--- config.mk ---
export PLATFORM = sky130hd
export DESIGN_NAME = apb_arb_master
export DESIGN_NICKNAME = d
export VERILOG_FILES = /design/src/rtl/apb_arb_master.sv
export SDC_FILE = /design/constraint.sdc
export NUM_CORES = 1
export LEC_CHECK = 0
export CORE_MARGIN = 10
export CORE_UTILIZATION = 33
export DETAILED_ROUTE_END_ITERATION = 12
export GPL_TIMING_DRIVEN = 0
export MAX_ROUTING_LAYER = met4
export PLACE_DENSITY = 0.77
export REMOVE_ABC_BUFFERS = 1
export SLEW_MARGIN = 20
export SYNTH_ARGS = -nofsm -noshare
export SYNTH_HDL_FRONTEND = slang
export SYNTH_SLANG_ARGS = --single-unit
--- constraint.sdc ---
create_clock -name pclk -period 1.42 [get_ports pclk]
set_clock_uncertainty 0.2 [all_clocks]
set_input_delay 0.142 -clock pclk [delete_from_list [all_inputs] [get_ports pclk]]
set_output_delay 0.142 -clock pclk [all_outputs]
set_load 0.1 [all_outputs]
--- src/rtl/apb_arb_master.sv ---
// -----------------------------------------------------------------------------
// apb_arb_master
//
// Two-requester APB master. A round-robin arbiter picks one requester in IDLE,
// latches its command and runs a single APB transfer (SETUP then ACCESS). The
// result is returned to the owning requester as a one-cycle rsp_valid pulse.
//
// Optional feature (compile-time macro APB_ARB_TIMEOUT_EN):
//   When defined, an 8-bit counter tracks ACCESS cycles with pready low. After
//   TIMEOUT_CYC such cycles the transfer is closed with rsp_err=1, rsp_rdata=0.
//   When undefined, ACCESS waits indefinitely for pready and no counter exists.
//
// Parameters
//   TIMEOUT_CYC : ACCESS wait cycles before forced termination (2..255)
//
// Ports
//   pclk, preset          : clock, asynchronous active-low reset
//   req_valid/req_write   : per-requester request and direction (1 = write)
//   req_addr/wdata/strb   : requester 0 in the low slice, requester 1 in the high
//   req_ready             : one-cycle accept pulse to the granted requester
//   rsp_valid             : one-cycle completion pulse to the owning requester
//   rsp_rdata, rsp_err    : read data / error, valid with rsp_valid
//   paddr..pwrite         : APB master outputs (all registered)
//   prdata, pready,pslverr: APB slave response inputs
// -----------------------------------------------------------------------------
module apb_arb_master #(
  parameter int TIMEOUT_CYC = 16
) (
  input  logic        pclk,
  input  logic        preset,
  input  logic [1:0]  req_valid,
  input  logic [1:0]  req_write,
  input  logic [15:0] req_addr,
  input  logic [63:0] req_wdata,
  input  logic [7:0]  req_strb,
  output logic [1:0]  req_ready,
  output logic [1:0]  rsp_valid,
  output logic [31:0] rsp_rdata,
  output logic        rsp_err,
  output logic [7:0]  paddr,
  output logic [31:0] pwdata,
  output logic [3:0]  pstrb,
  output logic        psel,
  output logic        penable,
  output logic        pwrite,
  input  logic [31:0] prdata,
  input  logic        pready,
  input  logic        pslverr
);

  if (TIMEOUT_CYC < 2 || TIMEOUT_CYC > 255) begin : g_bad_cfg
    $error("apb_arb_master: TIMEOUT_CYC must be within 2..255");
  end

  typedef enum logic [1:0] {
    ST_IDLE   = 2'd0,
    ST_SETUP  = 2'd1,
    ST_ACCESS = 2'd2
  } state_t;

  state_t      r_state;
  logic        r_ptr;      // preferred requester on a tie
  logic        r_owner;    // requester that owns the transfer in flight
  logic [1:0]  r_req_ready;
  logic [1:0]  r_rsp_valid;
  logic [31:0] r_rsp_rdata;
  logic        r_rsp_err;
  logic [7:0]  r_paddr;
  logic [31:0] r_pwdata;
  logic [3:0]  r_pstrb;
  logic        r_psel;
  logic        r_penable;
  logic        r_pwrite;

  logic        w_any;
  logic        w_gnt;
  logic        w_wr;
  logic [7:0]  w_addr;
  logic [31:0] w_wdata;
  logic [3:0]  w_strb;
  logic        w_done;
  logic        w_tmo;

  // Arbitration: a lone request wins outright, a tie goes to the pointer.
  always_comb begin
    w_any = |req_valid;
    w_gnt = 1'b0;
    if (req_valid == 2'b11) begin
      w_gnt = r_ptr;
    end else begin
      w_gnt = req_valid[1];
    end
    w_wr    = w_gnt ? req_write[1]       : req_write[0];
    w_addr  = w_gnt ? req_addr[15:8]     : req_addr[7:0];
    w_wdata = w_gnt ? req_wdata[63:32]   : req_wdata[31:0];
    w_strb  = w_gnt ? req_strb[7:4]      : req_strb[3:0];
  end

  // Slave response is only honoured with the full psel/penable/pready handshake.
  assign w_done = (r_state == ST_ACCESS) && r_psel && r_penable && pready;

`ifdef APB_ARB_TIMEOUT_EN
  localparam logic [7:0] TMO_LAST = 8'(TIMEOUT_CYC - 1);

  logic [7:0] r_tmo_cnt;

  // Counts stalled ACCESS cycles; cleared whenever the FSM is outside ACCESS.
  always_ff @(posedge pclk or negedge preset) begin
    if (!preset) begin
      r_tmo_cnt <= '0;
    end else if (r_state != ST_ACCESS) begin
      r_tmo_cnt <= '0;
    end else if (!pready) begin
      r_tmo_cnt <= r_tmo_cnt + 8'd1;
    end
  end

  // Fires on the stalled cycle that brings the count to TIMEOUT_CYC.
  assign w_tmo = (r_state == ST_ACCESS) && !pready && (r_tmo_cnt == TMO_LAST);
`else
  assign w_tmo = 1'b0;
`endif

  always_ff @(posedge pclk or negedge preset) begin
    if (!preset) begin
      r_state     <= ST_IDLE;
      r_ptr       <= 1'b0;
      r_owner     <= 1'b0;
      r_req_ready <= '0;
      r_rsp_valid <= '0;
      r_rsp_rdata <= '0;
      r_rsp_err   <= 1'b0;
      r_paddr     <= '0;
      r_pwdata    <= '0;
      r_pstrb     <= '0;
      r_psel      <= 1'b0;
      r_penable   <= 1'b0;
      r_pwrite    <= 1'b0;
    end else begin
      // Handshake pulses and response fields default low every cycle.
      r_req_ready <= '0;
      r_rsp_valid <= '0;
      r_rsp_rdata <= '0;
      r_rsp_err   <= 1'b0;
      case (r_state)
        ST_IDLE: begin
          if (w_any) begin
            r_owner     <= w_gnt;
            r_req_ready <= {w_gnt, ~w_gnt};
            r_paddr     <= w_addr;
            r_pwrite    <= w_wr;
            r_pwdata    <= w_wdata;
            r_pstrb     <= w_wr ? w_strb : 4'b0000;
            r_psel      <= 1'b1;
            r_penable   <= 1'b0;
            r_state     <= ST_SETUP;
          end
        end
        ST_SETUP: begin
          r_penable <= 1'b1;
          r_state   <= ST_ACCESS;
        end
        ST_ACCESS: begin
          if (w_done || w_tmo) begin
            r_rsp_valid <= {r_owner, ~r_owner};
            if (w_done) begin
              r_rsp_rdata <= r_pwrite ? 32'd0 : prdata;
              r_rsp_err   <= pslverr;
            end else begin
              r_rsp_rdata <= 32'd0;
              r_rsp_err   <= 1'b1;
            end
            r_psel    <= 1'b0;
            r_penable <= 1'b0;
            r_ptr     <= ~r_owner;
            r_state   <= ST_IDLE;
          end
        end
        default: begin
          r_psel    <= 1'b0;
          r_penable <= 1'b0;
          r_state   <= ST_IDLE;
        end
      endcase
    end
  end

  assign req_ready = r_req_ready;
  assign rsp_valid = r_rsp_valid;
  assign rsp_rdata = r_rsp_rdata;
  assign rsp_err   = r_rsp_err;
  assign paddr     = r_paddr;
  assign pwdata    = r_pwdata;
  assign pstrb     = r_pstrb;
  assign psel      = r_psel;
  assign penable   = r_penable;
  assign pwrite    = r_pwrite;

endmodule

Word-level counts from Yosys, hierarchy flattened
Cells that the tools add are included.
{ "totals": {"regBits": 88, "word_cells": 53, "in_bits": 128, "output_inout_bits": 84} }
{ "op_classes": {"eq_ne": 5, "reduce_logical": 9, "mux": 23, "n_bitwise": 3} }
{ "ops": {"columns": ["op", "count"], "rows": [
  ["2-to-1 mux 32 bit", 4],
  ["2-to-1 mux 2 bit", 6],
  ["2-to-1 mux 4 bit", 2],
  ["2-to-1 mux 8 bit", 1],
  ["2-to-1 mux 1 bit", 7],
  ["case mux 1 bit (3 select lines)", 2],
  ["case mux 2 bit (3 select lines)", 1],
  ["AND reduction 2 bit", 3],
  ["equality test 2 bit (second input constant)", 2],
  ["inequality test 2 bit (second input constant)", 2],
  ["logical AND 1 bit", 3],
  ["NOT 1 bit", 3],
  ["AND reduction 3 bit", 1],
  ["equality test 2 x 1 -> 1 bit (second input constant)", 1],
  ["zero test 2 bit", 1],
  ["OR reduction 2 bit", 1]
]} }

Logic depth before layout (Yosys ltp)
Gate-level depths: netlist of the first run.
{ "logic_depth": {"ltp_word": 6, "depth_mapped": 6} }

Worst setup path before layout of the first run
No wires, ideal clock.
{ "synth_path": {"path_type": "register -> register", "start": "register r_state[1]", "end": "register r_pwdata[0], in the netlist pwdata[0]", "t_arrival_ns": 1.844, "period_less_slack_ns": 2.168, "setup_time_ns": 0.124, "slack_ns": -0.748, "n_path_buf": 2, "stages_incl_launch_ff": 7, "path_cell_list": "dfrtp_1 nor2_1 o211a_1 buf_2 buf_2 a22oi_1 nand2_1"} }
{ "synth_via": {"elab_chain_cells": 2} }
{ "synth_lines": {"columns": ["item", "line_no", "text"], "rows": [
  ["start, declared", "61", "state_t r_state;"],
  ["start signal, assigned", "126", "r_state <= ST_IDLE;"],
  ["start signal, assigned", "156", "r_state <= ST_SETUP;"],
  ["start signal, assigned", "161", "r_state <= ST_ACCESS;"],
  ["zero test 2 bit", "145", "case (r_state)"],
  ["AND reduction 2 bit (no source line)", null, null],
  ["end signal, assigned", "152", "r_pwdata <= w_wdata;"],
  ["end, declared", "69", "logic [31:0] r_pwdata;"]
]} }
Every way passes these cells.
A chain may end at the register's enable or synchronous reset.

Final worst setup path of the first run
{ "layout_path": {"start": "register r_state[1]", "end": "register r_pwdata[15], in the netlist pwdata[15]"} }
The elaborated chain is that of the path after synthesis.

==> metrics.md, run 1 <==
| Metric | Value |
|---|---|
| Placement-stage worst setup slack | -1.04 ns |
| Tightest Hold Check Type | input pin to flip-flop |
| Global-route wire length before repair | 21,400 um |
| Sequential area share after synthesis | 0.661 |
| Period minus WS final | 1.71 ns |
| Most frequent cells in the layout | 124 x sky130_fd_sc_hd__clkdlybuf4s50_1, 84 x sky130_fd_sc_hd__buf_4, 83 x sky130_fd_sc_hd__dfrtp_1, 72 x sky130_fd_sc_hd__nand2_1, 33 x sky130_fd_sc_hd__and2_1 |
| Instance area after placement | 5610 um^2 |
| Ant. Diodes | 0 |
| Total Power Consumption | 17.3 mW |
| Share of the synthesized area in compound gates (AO/OA/AOI/OAI) | 0.121 |
| Most common cell after layout, fill and taps aside | sky130_fd_sc_hd__clkdlybuf4s50_1 |
| Register bit count reported by yosys | 87 |
| Max-slew violation total from the final report | 0 |
| Area of the die | 14,400 um^2 |
| Leakage power of the design | about 3.1 nW |
| Chip width | ~120 um |
| Maximum achievable frequency | 0.586 GHz |
| Gr busiest metal | met2 |
| Global-route track usage on met3 | 0.0816 |
| Post-DR vias/cell | 4.87 |
| Worst stage delay on the critical path | roughly 0.46 ns |
| GRT Residual Overflow | 0 |
| Post-synthesis mux area share | 0.0156 |
| Post-route antenna net violation count | 0 |
| Vias in the first global route | about 3,800 |
| Total non-filler cell area in the finished layout | 6520 um^2 |
| P per Cell Area | approximately 2700 nW/um^2 |
| Accumulated negative setup slack | -13.91 ns |
| Total wire length after detailed routing | 14,900 um |
| Combined area of all synthesized cells | about 3300 um^2 |
| Startpoint of the worst setup timing path | r_state[1] |
| Clock transition at path regs | 0.09 ns |
| Number of H-tree levels | 3 |
| Failing checks | setup timing |
| Area contributors post-synth | sky130_fd_sc_hd__dfrtp_1 66%, sky130_fd_sc_hd__nand2_1 10%, sky130_fd_sc_hd__a22oi_1 9.1%, sky130_fd_sc_hd__and2_1 6.5%, sky130_fd_sc_hd__buf_2 1.8% |
| Worst hold slack after final layout | 0.119 ns |
| Tcrit/Tclk final | 1.20 |
| Ratio of cells with drive above 1 in the final layout | 0.377 |
| Met2 track utilization from global routing | 0.337 |
| Crit path launch type | flip-flop |
| Cell type of the slowest stage on the worst timing path | sky130_fd_sc_hd__dfrtp_2 |
| Clock network latency to the later pin of the worst-skew pair | 0.35 ns |
| Largest area contributor in the netlist | sky130_fd_sc_hd__dfrtp_1 |
| Worst-path fanout max | 8 |
| Routability-driven placement congestion ratio | 0.715 |
| Detailed-route DRC error count | 0 |
| Main combinational cell family by area after synthesis | simple AND/OR/NAND/NOR gates |
| Avg Inst Size Synth | approximately 11 um^2 |
| Number of standard-cell rows in the floorplan | 36 |
| Critical-path cell list | nor2_4 > o21ai_4 > clkbuf_16 > buf_16 > a22oi_2 > nand2_1 |
| Post-synthesis cell type count | 19 |
| Detailed placer's ending HPWL | 9400 um |
| Run status | complete, but fails checks |
| Launching point of the worst reg2reg path | r_state[1] |
| Setup crit end kind | flip-flop |
| Simple-gate area share of the yosys netlist | 0.176 |
| Critical path's top delay family | flip-flops |
| Worst setup path category | flip-flop to flip-flop |
| Worst endpoint required time | ~1.4 ns |
| GR met1 Demand/Resource | 0.200 |
| PortBufs | 211 |
| Arithmetic-cell share of the synthesized area counting full adders, half adders and majority gates | 0 |
| IO Pins | roughly 210 |
| Worst-case vdd ir drop | 1620 uV |
| Setup-violating endpoint count in the final report | between 80 and 90 |
| Synth Instances | between 200 and 300 |
| Routed wire per std cell | 21.8 um |
| Maximum root-to-sink buffer count | 2 |
| Bufs and invs on worst path | 2 |
| Number of antenna violations at the first check in global routing | 0 |
| Worst hold path startpoint | req_wdata[31] |
| WP data arrival | 1.73 ns |
| Worst Tran Pin Value | 0.606 ns |
| Worst slew margin | 0.596 |
| TritonCTS clock tree | built |
| Num CTS Buffers | 9 |
| Initial Utilization | 0.338 |
| Core area | 9730 um^2 |
| Synth top area share | 0.661 |
| Synthesis-to-layout area growth | 97.9% |
| Total via count in the routed design | 3,320 |
| Max-cap violations | 0 |
| TritonCTS Sinks | 87 |
| Unrepaired setup endpoints after global routing | yes |
| DIE HEIGHT | 120 um |
| Root Buffer Master | sky130_fd_sc_hd__clkbuf_8 |
| Final nets | between 600 and 700 |
| Count of routing violations after the opening detailed-route iteration | ~140 |
| Final hold violations | 0 |
| First-pass iteration count of the detailed router | 4 |
| Pin count of the biggest net entering global routing | 46 |
| Setup slack after layout | -0.287 ns |
| Xor/xnor cell area share of the yosys netlist | 0 |
| YS warnings | 0 |
| Total routing usage reported by global routing | 0.198 |
-- cell usage after synthesis --
cell / instances
sky130_fd_sc_hd__a21o_1: 1
sky130_fd_sc_hd__a22oi_2: 1
sky130_fd_sc_hd__o211a_1: 1
sky130_fd_sc_hd__mux2_2: 1
sky130_fd_sc_hd__o21ai_1: 5
sky130_fd_sc_hd__inv_1: 2
sky130_fd_sc_hd__a2111oi_4: 1
sky130_fd_sc_hd__and4b_1: 1
sky130_fd_sc_hd__and2_1: 34
sky130_fd_sc_hd__buf_2: 12
sky130_fd_sc_hd__nand4b_1: 1
sky130_fd_sc_hd__clkbuf_1: 5
sky130_fd_sc_hd__dfrtp_1: 87
sky130_fd_sc_hd__a22oi_1: 40
sky130_fd_sc_hd__o21ai_0: 2
sky130_fd_sc_hd__nor2_1: 5
sky130_fd_sc_hd__mux2i_1: 4
sky130_fd_sc_hd__nand2_1: 88
sky130_fd_sc_hd__a21oi_1: 1
-- cells by family after synthesis --
logic type      Yosys count
mux                       5
flops                    87
compound gates           52
simple gates            129
buf+inv                  19
-- where the power goes --
part	internal (mW)	total [mW]	leakage, nW	switching [mW]
logic	3.62	11.6	1.89	7.98
registers	3.29	3.93	1.12	0.641
clock network	0.970	1.81	0.0982	0.841
-- worst paths after layout --
check	end	cells after the start	slack [ns]
setup / recovery	pwdata[15]	6	-0.29
min in group asynchronous	pwdata[6]	2	0.15
hold reg to reg	rsp_valid[0]	1	0.28
hold / removal	pwdata[31]	3	0.12
max in group asynchronous	r_state[1]	3	0.20
setup reg to reg	pwdata[15]	6	-0.29
-- state kept, by name (all words and copies together), names as in the netlist --
name,count
rsp_valid,2
r_state,2
r_ptr,1
psel,1
req_ready,2
r_owner,1
pwdata,32
pstrb,4
rsp_rdata,32
rsp_err,1
pwrite,1
paddr,8
-- per-stage QoR --
step	utilization	std cells
6_report	0.670	682
3_3_place_gp	0.565	619
3_5_place_dp	0.577	625
2_1_floorplan	-	275
4_1_cts	0.644	673
5_1_grt	0.670	682
-- worst reg2reg max path, stage by stage, from the launching register on --
cell and delay, ns:
sky130_fd_sc_hd__dfrtp_2 0.46, sky130_fd_sc_hd__nor2_4 0.19, sky130_fd_sc_hd__o21ai_4 0.10, sky130_fd_sc_hd__clkbuf_16 0.22, sky130_fd_sc_hd__buf_16 0.16, sky130_fd_sc_hd__a22oi_2 0.17, sky130_fd_sc_hd__nand2_1 0.09
-- layout make-up --
class | instances | area, um^2
Clock buffer | 10 | 128
Tap cell | 133 | 166
Fill cell | 736 | 3210
Multi-Input combinational cell | 190 | 1340
Timing Repair Buffer | 256 | 2620
Clock inverter | 4 | 72.6
Sequential cell | 87 | 2180
Inverter | 2 | 7.51
-- routing by layer --
layer | up-vias | wire length (um)
met5 | - | 0
met4 | 0 | 370
met3 | 23 | 1420
met2 | 187 | 7610
met1 | 1616 | 5490
li1 | 1494 | -
-- repair_timing --
| item | CTS | global route |
|---|---|---|
| setup endpoints to repair | 164 | 96 |
| buffers inserted | 25 | 7 |
| pin swaps | 27 | 19 |
| gates cloned | 8 | 2 |
| resized for setup | 571 | 37 |
| hold endpoints to repair | 44 | 0 |
| hold buffers | 1 | 0 |
Power figures use the tool's default switching activity.
==> run 2: changes to the inputs <==
--- a/config.mk
+++ b/config.mk
@@ -7,9 +7,10 @@
 export LEC_CHECK = 0
 export CORE_MARGIN = 10
-export CORE_UTILIZATION = 33
+export CORE_UTILIZATION = 39
 export DETAILED_ROUTE_END_ITERATION = 12
 export GPL_TIMING_DRIVEN = 0
 export MAX_ROUTING_LAYER = met4
-export PLACE_DENSITY = 0.77
+export PLACE_DENSITY = 0.85
+export RECOVER_POWER = 100
 export REMOVE_ABC_BUFFERS = 1
 export SLEW_MARGIN = 20
==> constraint.sdc (replaced) <==
create_clock -name pclk -period 2.2 [get_ports pclk]
set_clock_uncertainty 0.2 [all_clocks]
set_input_delay 0.44 -clock pclk [delete_from_list [all_inputs] [get_ports pclk]]
set_output_delay 0.44 -clock pclk [all_outputs]
set_load 0.1 [all_outputs]
==> metrics.md, run 2 (synthesis gave the netlist of run 1 again) <==
| Metric | Value |
|---|---|
| Worst stage delay on the critical path | 0.83 ns (+0.37 ns) |
| Critical path's top delay family | buffers and inverters |
| TritonCTS clock tree | built |
| Detailed-route DRC error count | 0 (unchanged) |
| Tcrit/Tclk final | 0.982 |
| Most frequent cells in the layout | 126 x sky130_fd_sc_hd__clkdlybuf4s50_1, 88 x sky130_fd_sc_hd__nand2_1, 87 x sky130_fd_sc_hd__dfrtp_1, 40 x sky130_fd_sc_hd__a22oi_1, 37 x sky130_fd_sc_hd__clkbuf_2 |
| Maximum root-to-sink buffer count | 2 (unchanged) |
| Worst slew margin | 0.318 (-0.278) |
| Routability-driven placement congestion ratio | 0.821 (+15%) |
| Max-cap violations | 0 (unchanged) |
| Maximum achievable frequency | 0.463 GHz |
| Most common cell after layout, fill and taps aside | sky130_fd_sc_hd__clkdlybuf4s50_1 |
| Final nets | 635 (-5.8%) |
| Placement-stage worst setup slack | -0.419 ns (+0.624 ns) |
| Detailed placer's ending HPWL | 9410 um (about the same) |
| IO Pins | 212 (unchanged) |
| GRT Residual Overflow | 0 (unchanged) |
| Area of the multi-input gates | 1040 um^2 (-22%) |
| Pin count of the biggest net entering global routing | 47 (+2.2%) |
| Critical-path cell list | clkdlybuf4s15_1 |
| Chip width | 112 um (-6.7%) |
| Area of the die | 12,500 um^2 (-13%) |
| Worst setup path category | flip-flop to output pin |
| Period minus WS final | 2.16 ns |
| Reg-to-reg slack, setup | 0.22 ns (+0.51 ns) |
| Worst endpoint required time | 1.56 ns (+0.12 ns) |
| Worst Hold Path Cells | 1 (-2) |
| Count of routing violations after the opening detailed-route iteration | 181 (+34%) |
| Num CTS Buffers | 9 (unchanged) |
| Ant. Diodes | 0 (unchanged) |
| P per Cell Area | 1680 nW/um^2 (-37%) |
| Number of antenna violations at the first check in global routing | 0 (unchanged) |
| Cell type of the slowest stage on the worst timing path | sky130_fd_sc_hd__clkdlybuf4s15_1 |
| Combined flip-flop and latch cell area | 2180 um^2 (-0.23%) |
| Total via count in the routed design | 3,038 (-8.5%) |
| Clock transition at path regs | 0.09 ns (about the same) |
| WP data arrival | 1.52 ns (-0.21 ns) |
| Ratio of cells with drive above 1 in the final layout | 0.184 (-0.193) |
| Post-DR vias/cell | 4.92 (+1.1%) |
| Worst Hold End | rsp_valid[0] |
| Launching point of the worst reg2reg path | r_state[1] |
| Worst-path fanout max | 2 (-6) |
| Tightest Hold Check Type | flip-flop to flip-flop |
| Bufs and invs on worst path | 1 (-1) |
| Post-route antenna net violation count | 0 (unchanged) |
| Fill cell count | 630 (-14%) |
| Max-slew violation total from the final report | 0 (unchanged) |
| Clock network latency to the later pin of the worst-skew pair | 0.34 ns (about the same) |
| Synthesis-to-layout area growth | 72.2% |
| Global-route wire length before repair | 18,100 um (-15%) |
| Run status | finished, final reports clean |
| Setup slack after layout | 0.0395 ns (+0.327 ns) |
| Worst hold slack after final layout | 0.254 ns (+0.135 ns) |
| Worst Tran Pin Value | 1.02 ns (+0.418 ns) |
| Leakage power of the design | 2.70 nW (-13%) |
| Initial Utilization | 0.401 (+0.0623) |
| DIE HEIGHT | 112 um (-6.7%) |
| TritonCTS Sinks | 87 (unchanged) |
| Worst-case vdd ir drop | 594 uV (-63%) |
| Routed wire per std cell | 19.1 um (-13%) |
| Worst Reg-to-Reg Cells | 6 (unchanged) |
| Unrepaired setup endpoints after global routing | no |
| Root Buffer Master | sky130_fd_sc_hd__clkbuf_8 |
| Total routing usage reported by global routing | 0.189 (-0.00966) |
| Number of H-tree levels | 3 (unchanged) |
| Capture point of the worst reg-to-reg path | pwdata[22] |
| First-pass iteration count of the detailed router | 4 (unchanged) |
| Setup-violating endpoint count in the final report | 0 (-100%) |
| Accumulated negative setup slack | 0 ns (+13.91 ns) |
| Setup crit end kind | output pin |
| Core area | 8220 um^2 (-16%) |
| PortBufs | 211 (unchanged) |
| Worst hold path startpoint | r_owner |
| Crit path launch type | flip-flop |
| Total Power Consumption | 9.52 mW (-45%) |
| Vias in the first global route | 3,379 (-11%) |
| Number of standard-cell rows in the floorplan | 33 (-8.3%) |
| Total wire length after detailed routing | 11,800 um (-21%) |
| Final hold violations | 0 (unchanged) |
==> run 2: final cells by class <==
cell class	instances	share of cell area
Clock buffer	9	0.0218
Clock inverter	7	0.0172
Inverter	2	0.00132
Multi-Input combinational cell	186	0.183
Sequential cell	87	0.384
Tap cell	105	0.0232
Timing Repair Buffer	221	0.369
==> run 2: routing by layer <==
layer,GRT usage,wire [um],vias to the layer above
li1,-,-,1404
met1,0.202,4430,1454
met2,0.310,5850,156
met3,0.0692,1160,24
met4,0.0754,334,0
met5,-,0,-
==> run 2: worst max path at each step <==
stage                       from          to  slack, ns  depth (start not counted)
floorplan           req_valid[1]    paddr[0]      -1.33                          3
global placement    req_valid[1]  pwdata[20]      -3.68                          4
detailed placement  req_valid[0]    paddr[3]      -0.42                          7
CTS                   pwdata[19]  pwdata[19]     0.0009                          1
global route              preset    paddr[3]      0.002                          3
finish                pwdata[23]  pwdata[23]       0.04                          1
==> run 2: power breakdown <==
part           leakage (nW)  internal (mW)  switching, mW
Combinational          1.46           1.25           4.63
Sequential             1.13           2.11          0.310
Clock                 0.105          0.641          0.571
Total                  2.70           4.01           5.51
==> run 2: timing repair <==
action,4_1_cts,5_1_grt
resized for setup,177,55
setup buffers,0,2
endpoints found under the setup margin,93,73
hold buffers,1,0
pin swaps,1,1
endpoints found under the hold margin,41,0
==> run 2: through the flow <==
step / std cells / area [um^2] / utilization
final: 617 / 5670 / 0.690
after global routing: 617 / 5670 / 0.690
after CTS: 615 / 5850 / 0.712
after detailed placement: 598 / 5610 / 0.682
after global placement: 591 / 5460 / 0.664
after floorplan: 275 / 3210 / -
==> run 3: changes to the inputs <==
- ABC_AREA: not set -> 1
- CORE_UTILIZATION: 39 -> 41
- PLACE_DENSITY: 0.85 -> 0.86
==> metrics.md, run 3 <==
| Metric | Value |
|---|---|
| Reg-to-reg slack, setup | 0.26 ns (+0.04 ns) |
| Vias in the first global route | 3,598 (+6.5%) |
| Number of antenna violations at the first check in global routing | 0 (unchanged) |
| Num CTS Buffers | 9 (unchanged) |
| Net Sw Power | 5.96 mW (+8.2%) |
| Detailed placer's ending HPWL | 9580 um (+1.8%) |
| IO Pins | 212 (unchanged) |
| Total internal power | 4.06 mW (+1.3%) |
| Critical-path cell list | dlygate4sd2_1 |
| Largest area contributor in the netlist | sky130_fd_sc_hd__dfrtp_1 |
| Worst hold path startpoint | r_owner |
| TritonCTS Sinks | 87 (unchanged) |
| Ant. Diodes | 0 (unchanged) |
| Most frequent cells in the layout | 162 x sky130_fd_sc_hd__nand2_1, 124 x sky130_fd_sc_hd__clkdlybuf4s50_1, 87 x sky130_fd_sc_hd__dfrtp_1, 40 x sky130_fd_sc_hd__clkdlybuf4s15_2, 39 x sky130_fd_sc_hd__nor2_1 |
| Number of H-tree levels | 3 (unchanged) |
| Synthesis-to-layout area growth | 66.7% |
| Worst Tran Pin Value | 1.11 ns (+0.0867 ns) |
| Worst Hold End | rsp_valid[0] |
| Share of flip-flops with an asynchronous set or reset after synthesis | 1.00 (unchanged) |
| Count of routing violations after the opening detailed-route iteration | 134 (-26%) |
| Register bit count reported by yosys | 87 (unchanged) |
| Leakage power of the design | 2.97 nW (+10%) |
| Maximum root-to-sink buffer count | 2 (unchanged) |
| Area contributors post-synth | sky130_fd_sc_hd__dfrtp_1 59%, sky130_fd_sc_hd__nand2_1 17%, sky130_fd_sc_hd__nand3_2 9.0%, sky130_fd_sc_hd__nor2_1 4.0%, sky130_fd_sc_hd__buf_6 2.5% |
| Unrepaired setup endpoints after global routing | no |
| Worst stage delay on the critical path | 0.85 ns (+0.02 ns) |
| Critical path's top delay family | buffers and inverters |
| Worst endpoint required time | 1.56 ns (about the same) |
| Final standard cell utilization of the core | 0.702 (+0.0117) |
| Tcrit/Tclk final | 0.982 (about the same) |
| Detailed-route DRC error count | 0 (unchanged) |
| Clock transition at path regs | 0.09 ns (about the same) |
| Routed wire per std cell | 18.2 um (-4.8%) |
| Root Buffer Master | sky130_fd_sc_hd__clkbuf_8 |
| Crit path launch type | flip-flop |
| GRT Residual Overflow | 0 (unchanged) |
| Final nets | 731 (+15%) |
| Routability-driven placement congestion ratio | 0.806 (-1.9%) |
| Fill cell count | 675 (+7.1%) |
| GR met1 Demand/Resource | 0.210 (+0.00745) |
| Capture point of the worst reg-to-reg path | paddr[1] |
| Global-route wire length before repair | 19,200 um (+6.0%) |
| Area of the die | 13,100 um^2 (+5.0%) |
| Total via count in the routed design | 3,442 (+13%) |
| Met2 track utilization from global routing | 0.327 (+0.0161) |
| Combinational share of power | 0.650 (+0.032) |
| WP data arrival | 1.52 ns (about the same) |
| DIE HEIGHT | 115 um (+2.5%) |
| Max-cap violations | 0 (unchanged) |
| Number of standard-cell rows in the floorplan | 34 (+3.0%) |
| Setup-violating endpoint count in the final report | 0 (unchanged) |
| Total routing usage reported by global routing | 0.194 (+0.00480) |
| EDFF count, synth | 0 (unchanged) |
| Final hold violations | 0 (unchanged) |
| Initial Utilization | 0.421 (+0.0203) |
| Post-synthesis cell type count | 19 (unchanged) |
| Most numerous cell in the Yosys netlist | sky130_fd_sc_hd__nand2_1 |
| Worst Reg-to-Reg Cells | 7 (+1) |
| Post-DR vias/cell | 4.81 (-2.2%) |
| Synth Instances | 388 (+33%) |
| YS warnings | 0 (unchanged) |
| Setup crit end kind | output pin |
| Post-route antenna net violation count | 0 (unchanged) |
| Tightest Hold Check Type | flip-flop to flip-flop |
| Period minus WS final | 2.16 ns (+0.000172 ns) |
| Cell type of the slowest stage on the worst timing path | sky130_fd_sc_hd__dlygate4sd2_1 |
| Sequential area share after synthesis | 0.593 (-0.0682) |
| Most frequently used flop master after synthesis | sky130_fd_sc_hd__dfrtp_1 |
| Worst-path fanout max | 1 (-1) |
| Worst Hold Path Cells | 1 (unchanged) |
| Worst setup path category | flip-flop to output pin |
| P per Cell Area | 1640 nW/um^2 (-2.5%) |
| Clock network latency to the later pin of the worst-skew pair | 0.34 ns (about the same) |
| Ratio of cells with drive above 1 in the final layout | 0.208 (+0.0240) |
| Combined area of all synthesized cells | 3670 um^2 (+12%) |
| Worst slew margin | 0.260 (-0.0578) |
| Core area | 8720 um^2 (+6.1%) |
| Global-route track usage on met3 | 0.0681 (-0.00111) |
| Post-Place Cells | 691 (+16%) |
| Max-slew violation total from the final report | 0 (unchanged) |
| Total wire length after detailed routing | 13,000 um (+10%) |
| Worst-case vdd ir drop | 1190 uV (+100%) |
| Count of placed standard cells in the final layout, fillers left out | 715 (+16%) |
| TritonCTS clock tree | built |
| Gr busiest metal | met2 |
| Synth top area share | 0.593 (-0.0682) |
| Sequential fraction of design power | 0.239 (-0.016) |
| Most common cell after layout, fill and taps aside | sky130_fd_sc_hd__nand2_1 |
| Run status | finished, final reports clean |
| Chip width | 115 um (+2.5%) |
| Clk pwr share | 0.111 (-0.016) |
| Switching Fraction | 0.595 (+0.0159) |
| Ranking of synthesized cells by instance count | 163 x sky130_fd_sc_hd__nand2_1, 87 x sky130_fd_sc_hd__dfrtp_1, 39 x sky130_fd_sc_hd__nor2_1 |
| Bufs and invs on worst path | 1 (unchanged) |
| Launching point of the worst reg2reg path | r_state[1] |
| PortBufs | 211 (unchanged) |
| Avg Inst Size Synth | 9.46 um^2 (-16%) |
| Maximum achievable frequency | 0.463 GHz (about the same) |
| Pin count of the biggest net entering global routing | 47 (unchanged) |
| First-pass iteration count of the detailed router | 4 (unchanged) |
-- run 3: cell types whose count changed after synthesis, sizes merged, moves of 2 or more --
cell   change
a22oi     -41
inv        +8
o21ai      -2
and2      -34
buf        +2
nor2      +36
nand2     +86
nand3     +47
mux2i      -4
-- run 3: routing by layer --
layer / vias to the layer above / wire, um
li1: 1639 / -
met2: 156 / 6460
met1: 1628 / 5080
met3: 19 / 1250
met4: 0 / 206
met5: - / 0
-- run 3: power by group through the flow --
| stage | combinational, mW | clock [mW] | sequential [mW] |
|---|---|---|---|
| 4_1_cts | 6.60 | 1.15 | 2.39 |
| 6_report | 6.51 | 1.12 | 2.39 |
| 2_1_floorplan | 1.16 | 0 | 6.00 |
| 5_1_grt | 6.80 | 1.21 | 2.45 |
| 3_3_place_gp | 6.46 | 0 | 2.39 |
| 3_5_place_dp | 6.62 | 0 | 2.42 |
-- run 3: worst max-delay path by stage --
stage	startpoint	to	slack, ns	cells past startpoint
after CTS	pwdata[13]	pwdata[13]	0.0003	1
after global placement	preset	pwdata[11]	-2.60	1
after global routing	rsp_rdata[6]	rsp_rdata[6]	0.003	1
after floorplan	r_state[1]	r_ptr	-0.47	3
final	rsp_rdata[24]	rsp_rdata[24]	0.04	1
after detailed placement	req_valid[1]	pwdata[7]	-0.88	7
-- run 3: logic make-up after synthesis --
kind of cell	Yosys count	synth area share
simple gates	263	0.342
compound gates	8	0.0133
buf+inv	30	0.0518
flops	87	0.593
-- run 3: stage by stage --
stage	TNS, ns	power, mW	setup slack, ns	hold slack (ns)	instance area, um^2
finish	0	10.0	0.0393	0.227	6120
global route	0	10.5	0.00328	0.248	6120
CTS	0	10.1	0.000308	0.224	6180
detailed placement	-36.88	9.04	-0.880	0.210	5850
global placement	-325.41	8.85	-2.60	0.213	5770
floorplan	-27.55	7.17	-0.469	-0.0556	3520
-- run 3: timing repair --
item / CTS / global route
buffers inserted: 3 / 0
hold buffers: 1 / 0
endpoints found under the hold margin: 41 / 0
endpoints found under the setup margin: 125 / 50
resized for setup: 192 / 33
cloned: 4 / 1
pin swaps: 4 / 3
-- run 3: layout make-up --
cell class / count / area, um^2 / share of cell area
well taps: 108 / 135 / 0.0221
flip-flops and latches: 87 / 2180 / 0.356
multi-input cells: 276 / 1360 / 0.222
clock buffers: 9 / 124 / 0.0202
repair buffers: 219 / 2220 / 0.363
clock inverters: 6 / 70.1 / 0.0114
inverters: 10 / 37.5 / 0.00613
